## config.mk

```make
export PLATFORM = sky130hd
export DESIGN_NAME = video_packet_source
export DESIGN_NICKNAME = d
export VERILOG_FILES = /design/src/rtl/video_packet_source.sv
export SDC_FILE = /design/constraint.sdc
export NUM_CORES = 1
export LEC_CHECK = 0
export CAP_MARGIN = 25
export CORE_MARGIN = 2
export CORE_UTILIZATION = 60
export CTS_CLUSTER_SIZE = 40
export DETAILED_ROUTE_END_ITERATION = 10
export GPL_ROUTABILITY_DRIVEN = 0
export PLACE_DENSITY = 0.75
export RECOVER_POWER = 50
export SLEW_MARGIN = 20
export SYNTH_ARGS = -nofsm -noshare
export SYNTH_HDL_FRONTEND = slang
export SYNTH_SLANG_ARGS = --single-unit
```

## constraint.sdc

```tcl
create_clock -name clk -period 10.3 [get_ports clk]
set_clock_uncertainty 0.2 [all_clocks]
set_input_delay 2.575 -clock clk [delete_from_list [all_inputs] [get_ports clk]]
set_output_delay 2.575 -clock clk [all_outputs]
set_load 0.1 [all_outputs]
```

## src/rtl/video_packet_source.sv

```systemverilog
// video_packet_source: frames camera pixels into Avalon-ST packets through a
// show-ahead FIFO. Frames that overflow or end early are closed with a filler eop beat.
module video_packet_source #(
    parameter int unsigned WIDTH      = 320,
    parameter int unsigned HEIGHT     = 240,
    parameter int unsigned FIFO_DEPTH = 16
) (
    input  logic        clk,
    input  logic        reset_n,
    input  logic        cam_frame_start,
    input  logic        cam_pixel_valid,
    input  logic [23:0] cam_pixel,
    output logic [23:0] src_data,
    output logic        src_startofpacket,
    output logic        src_endofpacket,
    output logic        src_valid,
    input  logic        src_ready,
    output logic [15:0] frame_count,
    output logic [15:0] overflow_count,
    output logic [15:0] short_count,
    output logic        busy
);

    localparam int unsigned PIXELS = WIDTH * HEIGHT;
    localparam int unsigned CNT_W  = $clog2(PIXELS);
    localparam int unsigned AW     = $clog2(FIFO_DEPTH);
    localparam int unsigned PW     = AW + 1;
    localparam logic [CNT_W-1:0] LAST_PIXEL = CNT_W'(PIXELS - 1);
    localparam logic [PW-1:0]    DEPTH_P    = PW'(FIFO_DEPTH);

    typedef enum logic [1:0] {
        IDLE,
        STREAM,
        CLOSE
    } state_t;

    state_t           state;
    logic [CNT_W-1:0] pixel_cnt;

    // FIFO entry: {eop, sop, data[23:0]}
    logic [25:0]      mem [FIFO_DEPTH];
    logic [PW-1:0]    wr_ptr;
    logic [PW-1:0]    rd_ptr;
    logic [PW-1:0]    occupancy;
    logic             full;
    logic             empty;
    logic             pop;
    logic [25:0]      head;

    // Occupancy is measured before any same-cycle pop, so a full FIFO never accepts a push.
    assign occupancy = wr_ptr - rd_ptr;
    assign full      = (occupancy >= DEPTH_P);
    assign empty     = (occupancy == '0);
    assign pop       = !empty && src_ready;
    assign head      = mem[rd_ptr[AW-1:0]];

    // Show-ahead head of the FIFO drives the stream; idle beats read as zero.
    assign src_valid         = !empty;
    assign src_data          = empty ? '0 : head[23:0];
    assign src_startofpacket = !empty && head[24];
    assign src_endofpacket   = !empty && head[25];
    assign busy              = (state != IDLE) || !empty;

    // Framing FSM: owns the write side of the FIFO and the event counters.
    always_ff @(posedge clk or negedge reset_n) begin
        if (!reset_n) begin
            state          <= IDLE;
            pixel_cnt      <= '0;
            wr_ptr         <= '0;
            frame_count    <= '0;
            overflow_count <= '0;
            short_count    <= '0;
            for (int unsigned i = 0; i < FIFO_DEPTH; i++) begin
                mem[i] <= '0;
            end
        end else begin
            case (state)
                IDLE: begin
                    if (cam_pixel_valid && cam_frame_start) begin
                        if (!full) begin
                            mem[wr_ptr[AW-1:0]] <= {2'b01, cam_pixel};
                            wr_ptr              <= wr_ptr + PW'(1);
                            pixel_cnt           <= CNT_W'(1);
                            state               <= STREAM;
                        end else if (overflow_count != '1) begin
                            overflow_count <= overflow_count + 16'd1;
                        end
                    end
                end
                STREAM: begin
                    if (cam_pixel_valid) begin
                        if (cam_frame_start) begin
                            if (short_count != '1) begin
                                short_count <= short_count + 16'd1;
                            end
                            state <= CLOSE;
                        end else if (full) begin
                            if (overflow_count != '1) begin
                                overflow_count <= overflow_count + 16'd1;
                            end
                            state <= CLOSE;
                        end else if (pixel_cnt == LAST_PIXEL) begin
                            mem[wr_ptr[AW-1:0]] <= {2'b10, cam_pixel};
                            wr_ptr              <= wr_ptr + PW'(1);
                            frame_count         <= frame_count + 16'd1;
                            pixel_cnt           <= '0;
                            state               <= IDLE;
                        end else begin
                            mem[wr_ptr[AW-1:0]] <= {2'b00, cam_pixel};
                            wr_ptr              <= wr_ptr + PW'(1);
                            pixel_cnt           <= pixel_cnt + CNT_W'(1);
                        end
                    end
                end
                CLOSE: begin
                    if (!full) begin
                        mem[wr_ptr[AW-1:0]] <= {2'b10, 24'h000000};
                        wr_ptr              <= wr_ptr + PW'(1);
                        pixel_cnt           <= '0;
                        state               <= IDLE;
                    end
                end
                default: state <= IDLE;
            endcase
        end
    end

    // Read pointer advances on each accepted beat.
    always_ff @(posedge clk or negedge reset_n) begin
        if (!reset_n) begin
            rd_ptr <= '0;
        end else if (pop) begin
            rd_ptr <= rd_ptr + PW'(1);
        end
    end

endmodule
```

After elaboration in Yosys (flattened, before gate mapping)

Index checks and enable logic that the tools add are counted.

Register bits: 493
Bits of input ports: 29
Output and inout bits: 76
Logic and storage cells: 115

Add/sub/neg operators: 7
$lt $le $gt $ge: 4
Equal/unequal tests: 12
Multiplexer cells: 44
Bitwise gates (word level): 7
Reduce and logical (&&, ||, !) cells: 18

Operators with widths:

| cell                  | number |
|---|---|
| $mux 416              | 7 |
| $bwmux 416            | 3 |
| $pmux 416 s3          | 1 |
| $and 400x400->400     | 1 |
| $not 400->400         | 1 |
| $mux 17               | 7 |
| $bmux 26 s4           | 1 |
| $demux 26 s4          | 1 |
| $mux 16               | 5 |
| $mux 26               | 3 |
| $pmux 17 s3           | 1 |
| $add 16x1->16 const B | 3 |
| $ne 16x16->1 const B  | 2 |
| $pmux 16 s2           | 1 |
| $mux 24               | 1 |
| $mux 5                | 4 |
| $add 17x1->17 const B | 1 |
| $eq 17x17->1 const B  | 1 |
| $or 16x16->16         | 1 |
| $ge 5x5->1 const B    | 3 |
| $pmux 5 s3            | 1 |
| $mux 2                | 7 |
| $ne 2x2->1 const B    | 6 |
| $reduce_and 4->1      | 3 |
| other kinds (18)      | 27 |

Logic depth before layout (Yosys ltp)

Gate-level depths: netlist of run 1.

Depth after elaboration: 11
Gate-level depth with buffers: 15
Gate-level depth less buffers: 10

Worst setup path before layout of run 1

Ideal clock, no wire load.

Path type: register to output
From: register rd_ptr[1]
To: output port src_data[10]
Arrival time: 4.036 ns
Required time: 7.525 ns
Path slack: 3.489 ns
Stages on the path, launching flop included: 12
Path buffers: 4
Cells stage by stage: dfrtp_1 clkbuf_1 clkbuf_1 clkbuf_1 inv_1 fa_1 nand3_1 a21oi_1 nor2_1 a211oi_2 clkbuf_1 nor2b_1

Word-level cells in the longest chain between the ends: 5
Elaborated cells on any way between the ends: 7
Those cells by class: add/sub: 1; mux: 4; bitwise: 1; reduce/logical: 1

Ends and longest elaborated chain:

| element                                     | line | RTL |
|---|---|---|
| start: declaration                          | 43   | `logic [PW-1:0] rd_ptr;` |
| start signal: assignment                    | 133  | `rd_ptr <= rd_ptr + PW'(1);` |
| $not 4->5 (implied by the code)             | 55   | `assign head = mem[rd_ptr[AW-1:0]];` |
| $bmux 26 s4                                 | 55   |  |
| $mux 26 (implied by the code) (2 in series) | 55   |  |
| $mux 24 *                                   | 59   | `assign src_data = empty ? '0 : head[23:0];` |
| end: declaration                            | 13   | `output logic [23:0] src_data,` |

Every way passes the cells marked *; elsewhere a longest branch is shown, timed or not. The select of a mux whose other input is x is not followed.

Final worst setup path of run 1

From: register rd_ptr[1]
To: output port src_data[20]

Same word-level chain as after synthesis.

==> impl_metrics.toml, run 1 <==
[timing]
maxSlewHeadroom = -1.90
period_share = 0.828
finalMaxSlewViolations = 412
setup_viol = 0
tightestPinTransition_ns = 4.36
setup_tns_ns = 0
period_minus_slack_ns = 8.53
hold_violations = 0
fmax_mhz = 117
rsz0062_at_grt = "no"

[cts]
hold_buffers = 0
clk_pin_slew_ns = 0.06
ctsResizeCount = 0
post-cts-setup-buffers = 0
insertion_delay_ns = 0.59
cts_root_buffer = "clkbuf_16"
cts_tree = "built"
htree_levels = 2
cts_num_sinks = 493
numCtsBuffers = 50
cts_max_path_buffers = 3

[layout]
final_common_cell = "dfrtp_1"
final_cell_mix = "dfrtp_1, o22a_1, nand2_1, mux4_2, nor2_1"
design_area_sq_mm = 0.0257
final_nets = 1877
areaGrowthSynthToFinish_pct = 12.1
fin_cells = 2383
fin_util = 0.683
layout-drive-gt1-share = 0.158

[global_route]
met3_usage = 0.0866
gr-total-overflow = 0
antenna_found_initial = 1
grt_max_degree = 155
grt_usage = 0.337
grt_pass1_wl_um = 99600
grtUsageMet1 = 0.472
grt.met2_usage = 0.509
first_global_vias = 16800
grt_busiest_layer = "met2"

[power]
seq_power_share = 0.301
p_sw_uw = 4450
intPower_uw = 5370
power.density_mw_per_mm2 = 382
ir_worst_vdd_mv = 0.377
p_comb_frac = 0.516
cellLeakagePower_uw = 0.0115
p_sw_frac = 0.453
p_clk_frac = 0.183

[drt]
drt_iter0_drc = 1515
drc = 0
vias = 16200
vias_per_cell = 6.82
antenna_left = 0
dr.pass1.iters = 5
routedWlPerCell_um = 26.9
routed_wl_um = 64100

[critical_path]
cp_max_fo = 44
critPathLaunchType = "flip-flop"
critPathCaptureType = "primary output"
required_ns = 7.53
worstSetupPathType = "reg2out"
cp.arrival_ns = 5.75

[yosys]
dominantRegCellSynth = "dfrtp_1"
syn_area_per_cell_sq_um = 12.7
synth_area_sq_mm = 0.0230
netlist.area_leader.share = 0.538
synth_edf_count = 0
yosysUniqueCellTypes = 64
synth_area_leader_cell = "dfrtp_1"
ys_seq_area_frac = 0.538
synth-seq-cells = 493
synth.top_cells.by_area = "dfrtp_1, mux4_2, o22a_1"
async_reset_ff_frac = 1.00
syn_inst = 1804
syn_nets = 1851
yosysWarningCount = 0

[die]
io-pin-count = 105
dieArea_sq_mm = 0.0398
rows = 71
fp.dieH_um = 200
core_sq_mm = 0.0377
die_x_um = 200
start_util = 0.609

[min_path]
hp-class = "reg2reg"

[outcome]
status = "finished with violations"
violations = "max-capacitance violations, max-slew violations"

[placed_design]
post-place-cells = 2289
place_hpwl_um = 36800
placed_area_sq_mm = 0.0242
port_buffers = 104

[flow_run]
drv_cap = 5
-- critical path, cell delays in order, from the launching register on --
cell and delay [ns]:
dfrtp_4 0.95, inv_1 0.20, fa_1 0.48, nand3_1 0.17
and3_1 0.26, nor2_1 0.15, a211oi_4 0.35, clkbuf_1 1.41
nor2b_1 0.14, clkdlybuf4s50_1 1.05
-- cells by family (layout without fill, tap and decap cells) --
kind of cell,Yosys count,after routing,synth area share
flip-flops,493,493,0.538
AO/OA/AOI/OAI,476,476,0.163
AND/OR/NAND/NOR,409,409,0.0844
buffers and inverters,191,256,0.0418
multiplexers,162,162,0.142
XOR/XNOR,55,55,0.0210
adder cells (fa/ha/maj),18,18,0.0101
other,0,3,0
-- state kept, by name, summed over array words and instances, names as in the netlist, named ones only --
register	cells
frame_count	16
mem	393
overflow_count	16
pixel_cnt	17
rd_ptr	5
short_count	16
state	2
wr_ptr	5
-- per-stage QoR --
step / hold slack (ns) / total power, uW / setup WS (ns)
CTS: 0.278 / 9780 / 2.67
floorplan: 0.259 / 6560 / 3.49
global route: 0.292 / 10200 / 1.35
finish: 0.275 / 9820 / 1.77
global placement: 0.258 / 7830 / 3.47
detailed placement: 0.264 / 7980 / 3.31
-- final timing paths --
| kind | slack, ns | start | cells past startpoint | to |
|---|---|---|---|---|
| max | 1.77 | rd_ptr[1]$_DFFE_PN0P_ | 9 | src_data[20] |
| min | 0.28 | frame_count[15]$_DFFE_PN0P_ | 1 | frame_count[15]$_DFFE_PN0P_ |
| max reg2reg | 5.39 | rd_ptr[1]$_DFFE_PN0P_ | 9 | rd_ptr[1]$_DFFE_PN0P_ |
| min reg2reg | 0.28 | frame_count[15]$_DFFE_PN0P_ | 1 | frame_count[15]$_DFFE_PN0P_ |
| max in group asynchronous | 3.31 | reset_n | 2 | mem[375]$_DFFE_PN0P_ |
| min in group asynchronous | 1.82 | reset_n | 1 | short_count[4]$_DFFE_PN0P_ |
-- per-layer routing --
layer / up-vias / routed length, um / share of wire
li1: 6807 / - / -
met3: 195 / 6310 / 0.098
met4: 0 / 2520 / 0.039
met1: 8415 / 25600 / 0.40
met5: - / 0 / 0
met2: 826 / 29700 / 0.46
-- cell type report --
class	instances	area [sq um]
Timing Repair Buffer	142	1310
Sequential cell	493	12300
Inverter	23	86.3
Clock inverter	11	80.1
Antenna cell	3	7.51
Fill cell	2753	11900
Multi-Input combinational cell	1120	9730
Clock buffer	80	1530
Tap cell	511	639
-- synthesized netlist by cell type (12+ instances only) --
cell type    n
o22a_1     276
a21oi_1     87
inv_1       22
nand2_1    143
xor2_1      22
nand3_1     31
clkbuf_1    69
xnor2_1     33
buf_6       15
a32o_1      24
buf_2       65
nor2b_1     33
buf_4       13
dfrtp_1    493
mux4_2     130
ha_1        17
mux2i_1     28
nor2_1     107
nor3_1      13
nand4_1     12
and3_1      23
o21ai_0     38
-- power groups by stage --
stage / clock network, uW / registers [uW] / logic [uW]
final: 1790 / 2960 / 5070
after detailed placement: 0 / 2980 / 4990
after global routing: 1890 / 3030 / 5300
after global placement: 0 / 2940 / 4890
after CTS: 1810 / 2950 / 5010
after floorplan: 0 / 2900 / 3660
No activity file was read; power rests on OpenSTA's default activity.
==> run 2: changes to the inputs <==
==> constraint.sdc (replaced) <==
create_clock -name clk -period 7.9 [get_ports clk]
set_clock_uncertainty 0.2 [all_clocks]
set_input_delay 1.975 -clock clk [delete_from_list [all_inputs] [get_ports clk]]
set_output_delay 1.975 -clock clk [all_outputs]
set_load 0.1 [all_outputs]
==> run 2 against run 1 <==
Net effect:
- the run still ends with max-capacitance violations, max-slew violations left
- hold slack is essentially flat
- sequential power is 27% higher
- sequential share of layout area shrank 0.18 points
- sequential cell count did not move
- critical path depth up 2
- register-to-register slack worse by 1.9 ns
- non-clock buffer count grew 1
==> impl_metrics.toml, run 2 (same netlist as run 1, synthesis figures left out) <==
[timing]
period_share = 0.881
tightestPinTransition_ns = 5.25
setup_viol = 0
fmax_mhz = 144
maxSlewHeadroom = -2.50
period_minus_slack_ns = 6.96
rsz0062_at_grt = "no"
setup_tns_ns = 0
finalMaxSlewViolations = 114
hold_violations = 0

[layout]
final_common_cell = "dfrtp_1"
final_nets = 1880
fin_util = 0.686
regMostFlops = "mem"
largest_register_ffs = 393
final_cell_mix = "dfrtp_1, o22a_1, nand2_1, mux4_2, nor2_1"
fillers = 2681
layout-drive-gt1-share = 0.161
reg_top3 = "mem x393, pixel_cnt x17"
areaGrowthSynthToFinish_pct = 12.5

[critical_path]
cp_max_fo = 12
slowest_delay_ns = 1.01
worstReg2RegStart = "state[0]$_DFFE_PN0P_"
crit_chain = "inv_1 > ha_1 > inv_1 > fa_1 > nand3_1 > and3_1 > nor2_1 > a211oi_4 > buf_4 > nand2_1 > clkdlybuf4s50_1"
critPathCaptureType = "primary output"
crit_start = "wr_ptr[0]$_DFFE_PN0P_"
critPathTopFamily = "buffers and inverters"
worstSetupPathType = "reg2out"
required_ns = 5.73
cp.arrival_ns = 4.78
critPathLaunchType = "flip-flop"
cpMostUsedCell = "inv_1"
cp_slowest_cell = "a211oi_4"
crit_buf_inv = 4

[drt]
drc = 0
vias = 16500
dr.pass1.iters = 5
antenna_left = 0
vias_per_cell = 6.94
routedWlPerCell_um = 27.7
drt_iter0_drc = 1617
routed_wl_um = 65800

[global_route]
grtUsageMet1 = 0.477
grt_busiest_layer = "met2"
grt_max_degree = 183
first_global_vias = 16900
gr-total-overflow = 0
met3_usage = 0.0790
antenna_found_initial = 2
grt.met2_usage = 0.529
grt_pass1_wl_um = 101000
grt_usage = 0.344

[die]
core_sq_mm = 0.0377
rows = 71
start_util = 0.609
fp.dieH_um = 200
die_x_um = 200
io-pin-count = 105
dieArea_sq_mm = 0.0398

[cts]
cts_tree = "built"
hold_buffers = 0
numCtsBuffers = 52
htree_levels = 2
ctsResizeCount = 0
clk_pin_slew_ns = 0.06
cts_root_buffer = "clkbuf_16"
insertion_delay_ns = 0.60
cts_max_path_buffers = 3
cts_num_sinks = 493
post-cts-setup-buffers = 0

[power]
ir_worst_vdd_mv = 0.534
p_clk_frac = 0.184
p_total_uw = 12900
cellLeakagePower_uw = 0.0115
p_sw_frac = 0.455
power.density_mw_per_mm2 = 501
intPower_uw = 7060
p_comb_frac = 0.525
p_sw_uw = 5890
seq_power_share = 0.291

[min_path]
hold_start = "frame_count[15]$_DFFE_PN0P_"
hp-class = "reg2reg"

[flow_run]
drv_cap = 1

[placed_design]
place_hpwl_um = 36500
port_buffers = 104

[outcome]
status = "finished with violations"
violations = "max-capacitance violations, max-slew violations"
## run 2: cell types whose count changed in the layout (fill, tap and decap cells not counted), sizes merged
cell	previous run	this run
clkinv	11	8
bufinv	1	2
clkbuf	86	75
dlymetal6s4s	0	1
diode	3	2
buf	33	38
inv	22	24
## run 2: power by group through the flow
| stage | logic (uW) | clock network [uW] | registers (uW) |
|---|---|---|---|
| finish | 6790 | 2380 | 3770 |
| global route | 7080 | 2510 | 3850 |
| CTS | 6690 | 2400 | 3760 |
| detailed placement | 6670 | 0 | 3800 |
| global placement | 6530 | 0 | 3750 |
| floorplan | 4770 | 0 | 3790 |
## run 2: cell type report
cell class	instances	area [sq um]	area share
antenna	2	5.00	0.000194
clock buffer	74	1520	0.0587
clock inverter	11	113	0.00436
inverter	23	86.3	0.00334
multi-input combinational	1120	9730	0.377
sequential	493	12300	0.478
tap	511	639	0.0248
timing repair buffer	143	1390	0.0540
## run 2: metal layers
| metal | vias to the layer above | part of all wire |
|---|---|---|
| met5 | - | 0 |
| met4 | 0 | 0.039 |
| met3 | 195 | 0.10 |
| met2 | 911 | 0.47 |
| met1 | 8590 | 0.39 |
| li1 | 6812 | - |
## run 2: path summary, 6_finish.rpt
check	end	slack, ns	depth (start not counted)
max	busy	0.94	11
min	frame_count[15]$_DFFE_PN0P_	0.27	1
max reg2reg	mem[260]$_DFFE_PN0P_	3.47	9
min reg2reg	frame_count[15]$_DFFE_PN0P_	0.27	1
max in group asynchronous	mem[93]$_DFFE_PN0P_	1.29	1
min in group asynchronous	short_count[4]$_DFFE_PN0P_	3.21	1
## run 2: through the flow
stage               cells  instance area, sq um  setup slack, ns  hold WS [ns]
floorplan            1804                 23000             1.69         0.259
global placement     2287                 24200             1.64         0.258
CTS                  2374                 25800            0.955         0.278
global route         2375                 25800            0.443         0.298
finish               2377                 25800            0.944         0.275
detailed placement   2289                 24200             1.59         0.266
==> run 3: changes to the inputs <==
--- a/config.mk
+++ b/config.mk
@@ -13,7 +13,7 @@
 export GPL_ROUTABILITY_DRIVEN = 0
 export PLACE_DENSITY = 0.75
 export RECOVER_POWER = 50
-export SLEW_MARGIN = 20
+export SLEW_MARGIN = 5
 export SYNTH_ARGS = -nofsm -noshare
 export SYNTH_HDL_FRONTEND = slang
 export SYNTH_SLANG_ARGS = --single-unit
==> results of run 3 <==
Same layout as run 2: the final DEF is identical, and so are final timing and power.
